$ cat config.mk
export PLATFORM = sky130hd
export DESIGN_NAME = vplex_palette_out
export DESIGN_NICKNAME = d
export VERILOG_FILES = /design/src/rtl/vplex_palette_out_pkg.sv /design/src/rtl/vplex_palette_out_cram_dp256x16.sv /design/src/rtl/vplex_palette_out.sv
export SDC_FILE = /design/constraint.sdc
export NUM_CORES = 2
export LEC_CHECK = 0
export CAP_MARGIN = 20
export CORE_AREA = 2 2 822 619
export DETAILED_ROUTE_END_ITERATION = 8
export DIE_AREA = 0 0 824 621
export GPL_TIMING_DRIVEN = 0
export PLACE_DENSITY = 0.43
export SLEW_MARGIN = 20
export SYNTH_ARGS = -nofsm -noshare
export SYNTH_HDL_FRONTEND = slang
export SYNTH_SLANG_ARGS = --single-unit
$ cat constraint.sdc
create_clock -name clk -period 3.87 [get_ports clk]
set_input_delay 0.5805 -clock clk [delete_from_list [all_inputs] [get_ports clk]]
set_output_delay 0.5805 -clock clk [all_outputs]
set_load 0.02 [all_outputs]
$ cat src/rtl/vplex_palette_out_pkg.sv
// Shared video-plex constants: CRAM geometry, RGB555 field positions and the
// pixel index width agreed with the renderer.
package vplex_palette_out_pkg;

  localparam int CRAM_AW   = 8;
  localparam int CRAM_DW   = 16;
  localparam int PIX_IDX_W = 8;
  localparam int NIB_W     = 4;
  localparam int RGB_W     = 15;

  localparam int R_MSB = 14;
  localparam int R_LSB = 10;
  localparam int G_MSB = 9;
  localparam int G_LSB = 5;
  localparam int B_MSB = 4;
  localparam int B_LSB = 0;

  // Blanked slots still produce a pixel, just black.
  function automatic logic [RGB_W-1:0] rgb_gate(input logic blank_i,
                                                input logic [RGB_W-1:0] rgb_i);
    return blank_i ? '0 : rgb_i;
  endfunction

endpackage

$ cat src/rtl/vplex_palette_out_cram_dp256x16.sv
// Colour RAM: one synchronous write port, one registered read port, no reset.
// A same-address read/write returns the old word; the caller adds any bypass.
module cram_dp256x16 #(
  parameter int AW = 8,
  parameter int DW = 16
) (
  input  logic          clk,
  input  logic          wr_en_i,
  input  logic [AW-1:0] wr_addr_i,
  input  logic [DW-1:0] wr_data_i,
  input  logic [AW-1:0] rd_addr_i,
  output logic [DW-1:0] rd_data_o
);

  logic [DW-1:0] mem_q [0:(1<<AW)-1];
  logic [DW-1:0] rd_data_q;

  always_ff @(posedge clk) begin
    if (wr_en_i) begin
      mem_q[wr_addr_i] <= wr_data_i;
    end
    rd_data_q <= mem_q[rd_addr_i];
  end

  assign rd_data_o = rd_data_q;

endmodule

$ cat src/rtl/vplex_palette_out.sv
// Palette output stage: unpacks lo/hi-res pixel indices, looks them up in CRAM
// and presents registered RGB555 three clocks after each accepted strobe.
module vplex_palette_out
  import vplex_palette_out_pkg::*;
#(
  parameter int CRAM_AW = vplex_palette_out_pkg::CRAM_AW,
  parameter int CRAM_DW = vplex_palette_out_pkg::CRAM_DW
) (
  input  logic               clk,
  input  logic               rst,
  input  logic               pix_en,
  input  logic               hpix_en,
  input  logic [7:0]         vplex_in,
  input  logic               hires,
  input  logic [3:0]         palsel,
  input  logic               blank,
  input  logic               cram_we,
  input  logic [CRAM_AW-1:0] cram_addr,
  input  logic [CRAM_DW-1:0] cram_data,
  output logic [4:0]         vred,
  output logic [4:0]         vgrn,
  output logic [4:0]         vblu,
  output logic               vvalid
);

  logic [CRAM_AW-1:0] idx_q, idx_d;
  logic [NIB_W-1:0]   nib_hold_q, nib_hold_d;
  logic [NIB_W-1:0]   pal_hold_q, pal_hold_d;
  logic               hr_pend_q, hr_pend_d;
  logic               blank_s0_q, blank_s0_d;
  logic               v_s0_q, v_s0_d;
  logic               blank_s1_q, v_s1_q;
  logic               byp_q;
  logic [CRAM_DW-1:0] byp_data_q;
  logic [CRAM_DW-1:0] ram_rdata;
  logic [CRAM_DW-1:0] s1_data;
  logic [RGB_W-1:0]   rgb_q;
  logic               vvalid_q;
  logic               unused_rsvd;

  // A new lo-res slot always wins; the held half is only used by hpix_en.
  always_comb begin
    idx_d      = idx_q;
    nib_hold_d = nib_hold_q;
    pal_hold_d = pal_hold_q;
    hr_pend_d  = hr_pend_q;
    blank_s0_d = blank_s0_q;
    v_s0_d     = 1'b0;
    if (pix_en) begin
      v_s0_d     = 1'b1;
      blank_s0_d = blank;
      if (hires) begin
        idx_d      = {palsel, vplex_in[7:4]};
        nib_hold_d = vplex_in[3:0];
        pal_hold_d = palsel;
        hr_pend_d  = 1'b1;
      end else begin
        idx_d     = vplex_in;
        hr_pend_d = 1'b0;
      end
    end else if (hpix_en && hr_pend_q) begin
      v_s0_d     = 1'b1;
      blank_s0_d = blank;
      idx_d      = {pal_hold_q, nib_hold_q};
      hr_pend_d  = 1'b0;
    end
  end

  always_ff @(posedge clk) begin
    if (rst) begin
      idx_q      <= '0;
      hr_pend_q  <= 1'b0;
      blank_s0_q <= 1'b1;
      v_s0_q     <= 1'b0;
      blank_s1_q <= 1'b1;
      v_s1_q     <= 1'b0;
      byp_q      <= 1'b0;
      rgb_q      <= '0;
      vvalid_q   <= 1'b0;
    end else begin
      idx_q      <= idx_d;
      hr_pend_q  <= hr_pend_d;
      blank_s0_q <= blank_s0_d;
      v_s0_q     <= v_s0_d;
      blank_s1_q <= blank_s0_q;
      v_s1_q     <= v_s0_q;
      byp_q      <= cram_we && (cram_addr == idx_q);
      if (v_s1_q) begin
        rgb_q <= rgb_gate(blank_s1_q, s1_data[R_MSB:B_LSB]);
      end
      vvalid_q <= v_s1_q;
    end
  end

  // Held nibble/palette and bypass word need no reset: always qualified.
  always_ff @(posedge clk) begin
    nib_hold_q <= nib_hold_d;
    pal_hold_q <= pal_hold_d;
    byp_data_q <= cram_data;
  end

  cram_dp256x16 #(
    .AW (CRAM_AW),
    .DW (CRAM_DW)
  ) u_cram (
    .clk       (clk),
    .wr_en_i   (cram_we),
    .wr_addr_i (cram_addr),
    .wr_data_i (cram_data),
    .rd_addr_i (idx_q),
    .rd_data_o (ram_rdata)
  );

  // A write landing on the same clock as the lookup wins over the stale read.
  assign s1_data     = byp_q ? byp_data_q : ram_rdata;
  assign unused_rsvd = s1_data[CRAM_DW-1];

  assign vred   = rgb_q[R_MSB:R_LSB];
  assign vgrn   = rgb_q[G_MSB:G_LSB];
  assign vblu   = rgb_q[B_MSB:B_LSB];
  assign vvalid = vvalid_q;

endmodule

# Yosys cells after proc, flatten, opt, wreduce, memory -nomap -nowiden
# Memory sizes are Yosys's and may differ from the RTL's. A register that Yosys moved wholly into a read port is not among the register bits.
# Cells that the tools add are included.
# classes
add_sub_neg,0
n_mul,0
div,0
n_lt_le_gt_ge,0
n_eq_ne,1
shift,0
mux,14
n_bitwise,0
n_reduce_logical,4
# ops
cell,n
$mux 15,2
$mux 8,3
$mux 1,9
$eq 8x8->1,1
$logic_and 1x1->1,2
$reduce_and 2->1,1
$reduce_bool 2->1,1
# word_totals
ff_bits,53
latchBits,0
ram_bits,4096
mem_bits_ro,0
inputBits,43
elab_cells,32
mem_count,1
# mem_list
name,words,width,read_ports,rd_clocked_by_memory_dff,wr,line_no,source
u_cram.mem_q,256,16,1,1,1,vplex_palette_out_cram_dp256x16.sv:15,logic [DW-1:0] mem_q [0:(1<<AW)-1];

# Depth between registers and ports, before layout
# depth
word_depth,3
depth_mapped,12
depth_no_buf,6

# Hierarchy
# From an unflattened synthesis, not the netlist that was laid out.
# hier_totals
cells_unflattened,7549
area_unflattened_um2,160833.0
# by_module_without_submodules
module,n_inst,cells_each,area_each_um2
cram_dp256x16,1,7360,158714.7
vplex_palette_out,1,189,2118.3

# Least setup slack after synthesis
# No wires, ideal clock.
# synth_timing
path_kind,in2reg
start,input cram_addr[3]
end,memory u_cram.mem_q[235][0] (enable)
t_arrival_ps,2335
t_required_ps,3484
path_slack_ps,1149
path_stages,6
n_path_buf,3
cell_sequence,clkbuf_1 > nor2b_1 > clkbuf_1 > nand4_1 > clkbuf_1 > nor2_1
# synth_rtl
element,line_no,source
"start, declared",vplex_palette_out.sv:18,"input logic [CRAM_AW-1:0] cram_addr,"
"end, declared",vplex_palette_out_cram_dp256x16.sv:15,
# Straight into the memory's write port.

==> impl_metrics.yaml <==
clocking:
  numCtsBuffers: 396
  post_cts_buffers: 0
  clk-insertion-delay-late_ns: 1.04
  clk_pin_slew_worst_paths_ns: 0.07
  max-clock-path-buffers: 4
  clkSinkCount: 3908
  cts.htree.levels: 5
  cts_root_buffer: "clkbuf_16"
  cts_tree: "done"
place:
  gp_congestion: 0.930
  placed_cell_area_um2: 166000
  placedCellCount: 14027
  place_ws_ns: -1.69
  portBuffers: 49
  dp_hpwl_mm: 434
grt:
  antenna_found_initial: 80
  grt_pass1_wl_mm: 785
  grt_overflow: 0
  grt_max_degree: 118
  grt.total_usage_pct: 23.3
  grt_pass1_vias: 77772
sta:
  setup_viol_count_final: 12
  tightestPinTransition_ns: 1.26
  fin_crit_sh_pct: 104
  hold_slack_ns: 0.0684
  hold_viol: 0
  skew_ns: 0.0556
  layout_min_cycle_time_ns: 4.04
  rsz0062_at_grt: "yes"
  relSlewSlack_pct: 16.3
  finalSetupTns_ns: -0.503
  slew_viol_final: 0
  worst_slack_ns: -0.166
  max_freq_mhz: 248
synth:
  synth_cells: 7024
  synthAdderAreaFrac_pct: 0
  ys_async_sr_fraction_pct: 0
  synth.most_common_cell: "edfxtp_1"
  synth_area_leaders: "edfxtp_1, mux4_2, mux2i_1, o221ai_1, dfxtp_1"
  yosys_warnings: 0
  synth-simple-area-share_pct: 1.93
  synth_top_area_share_pct: 76.6
  synth_edf_count: 3848
  ys_ff_latch: 3908
  synth_xor_area_share_pct: 0.0465
  syn_nets: 7067
  yosys-top-cells-count: "edfxtp_1, mux4_2, mux2i_1, nor2_1, clkbuf_1"
  yosysSeqAreaShare_pct: 77.4
  yosysTopAreaCell: "edfxtp_1"
  synth_compound_area_share_pct: 3.34
  synth.distinct_cells: 55
  syn_area_per_cell_um2: 21.5
  synth_top_family_by_area: "multiplexers"
  synthFlopType: "edfxtp_1"
  syn-cell-area_um2: 151000
  synth.mux.area_fraction_pct: 15.4
drt:
  drtIter0Drc: 14401
  dr.pass1.iters: 6
  viasPerCell: 5.58
  drt_wl_total_mm: 612
  ant_nets: 0
  drcViolationCount: 0
  wl_per_cell_um: 41.3
  num_vias: 82612
power:
  seqPwrFrac_pct: 49.7
  p_int_mw: 70.6
  p_sw_share_pct: 24.8
  pwr-share-comb_pct: 9.1
  power_density_nw_per_um2: 522
  clkPwrFrac_pct: 41.2
  peakVddDrop_v: 0.000366
  leakagePower_nw: 54.0
  p_switching_mw: 23.3
die:
  dieArea_um2: 512000
  rows: 226
  die_h_um: 621
  die_w_um: 824
  core_area_um2: 504000
  ios: 59
  initial_core_util_pct: 29.9
cells_and_area:
  area_growth_pct: 19.4
  seqCellArea_um2: 117000
  nets: 7752
  finalNonFillerCells: 14817
  drive_gt1_share_pct: 30.4
  design_area_um2: 180000
  multi_input_area_um2: 33700
  fillers: 46171
setup_path:
  cp_data_arrival_time_ns: 4.95
  end_kind: "flip-flop"
  crit_path_max_fanout: 10
  cp.required_ns: 4.78
  startpoint: "idx_q[3]$_SDFFE_PP0P_"
  critPathLaunchType: "flip-flop"
  worstReg2RegStart: "idx_q[3]$_SDFFE_PP0P_"
  path_class: "reg -> reg"
hold_path:
  min-delay-start: "cram_data[1]"
  hold_path_class: "in -> reg"
outcome:
  violations: "setup timing"
  outcome: "finished with violations"
run:
  maxCapViolCount: 0
[sequential cells by signal, indices dropped and copies added (netlist names)]
signal	flops
blank_s0_q	1
blank_s1_q	1
byp_data_q	15
byp_q	1
hr_pend_q	1
idx_q	8
nib_hold_q	4
pal_hold_q	4
rgb_q	15
u_cram.mem_q	3840
u_cram.rd_data_o	15
v_s0_q	1
v_s1_q	1
vvalid	1
[area by class of cell]
class	instances	area share, %
Sequential cell	3908	64.8
Multi-Input combinational cell	2683	18.7
Antenna cell	52	0.0723
Inverter	5	0.0132
Clock buffer	484	5.76
Clock inverter	244	1.29
Buffer	422	1.86
Timing Repair Buffer	293	2.77
Tap cell	6726	4.67
[timing repair]
action	4_1_cts	5_1_grt
hold endpoints to repair	328	0
cloned	0	0
hold buffers	14	0
setup endpoints to repair	16	15
resized for setup	221	55
pin swaps	11	7
[worst max-delay path: stages, from the launching register on]
cell and delay, ns:
dfxtp_2 0.64, buf_2 0.61, nor2b_1 0.79, nand2_1 0.59, o21ai_0 0.66, nor4_2 0.13
buf_4 0.20, nor4_1 0.27
[power by group through the flow]
stage          clock, mW  combinational (mW)  sequential [mW]
2_1_floorplan          0                3.32             47.6
3_3_place_gp           0                7.62             48.2
3_5_place_dp           0                8.11             47.6
4_1_cts             39.1                8.30             46.7
5_1_grt             40.7                8.60             46.7
6_report            38.7                8.54             46.7
[metal layers]
metal  part of all wire, %  up-vias  GRT usage [%]  routed length [um]
met5                 0.045        -              0                 277
met4                   3.6       16           7.34               22300
met3                    12      810           7.05               71600
met2                    40     5077           31.7              247000
met1                    44    45566           35.2              271000
li1                      -    31143              -                   -
[path summary, 6_finish.rpt]
path / to / slack [ns] / cells past startpoint
max: u_cram.rd_data_o[0]$_DFF_P_ / -0.17 / 7
min: u_cram.mem_q[126][1]$_DFFE_PP_ / 0.07 / 1
max reg2reg: u_cram.rd_data_o[0]$_DFF_P_ / -0.17 / 7
min reg2reg: v_s1_q$_SDFF_PP0_ / 0.45 / 1
[logic make-up (layout without fill, tap and decap cells)]
family / after synthesis / count (layout)
compound gates: 725 / 725
xor+xnor: 8 / 8
buf+inv: 433 / 1448
flops: 3908 / 3908
mux: 1298 / 1298
other cells: 0 / 52
simple gates: 652 / 652
[layout by cell type (no fill, tap or decap), drive strengths merged, types with 60 or more instances in the layout]
| master | count |
|---|---|
| o21ai | 87 |
| clkbuf | 673 |
| a211oi | 95 |
| o221ai | 156 |
| buf | 476 |
| mux2 | 71 |
| clkinv | 192 |
| a21oi | 155 |
| nand2 | 105 |
| nor2 | 313 |
| dfxtp | 60 |
| edfxtp | 3848 |
| o22ai | 109 |
| mux4 | 806 |
| mux2i | 421 |
| nor3 | 83 |
[metrics by stage]
stage | utilization, % | total power, mW
floorplan | - | 50.9
global route | 35.7 | 95.9
detailed placement | 33.0 | 55.7
global placement | 31.7 | 55.8
finish | 35.8 | 93.9
CTS | 35.7 | 94.1
No activity file was read; power rests on OpenSTA's default activity.
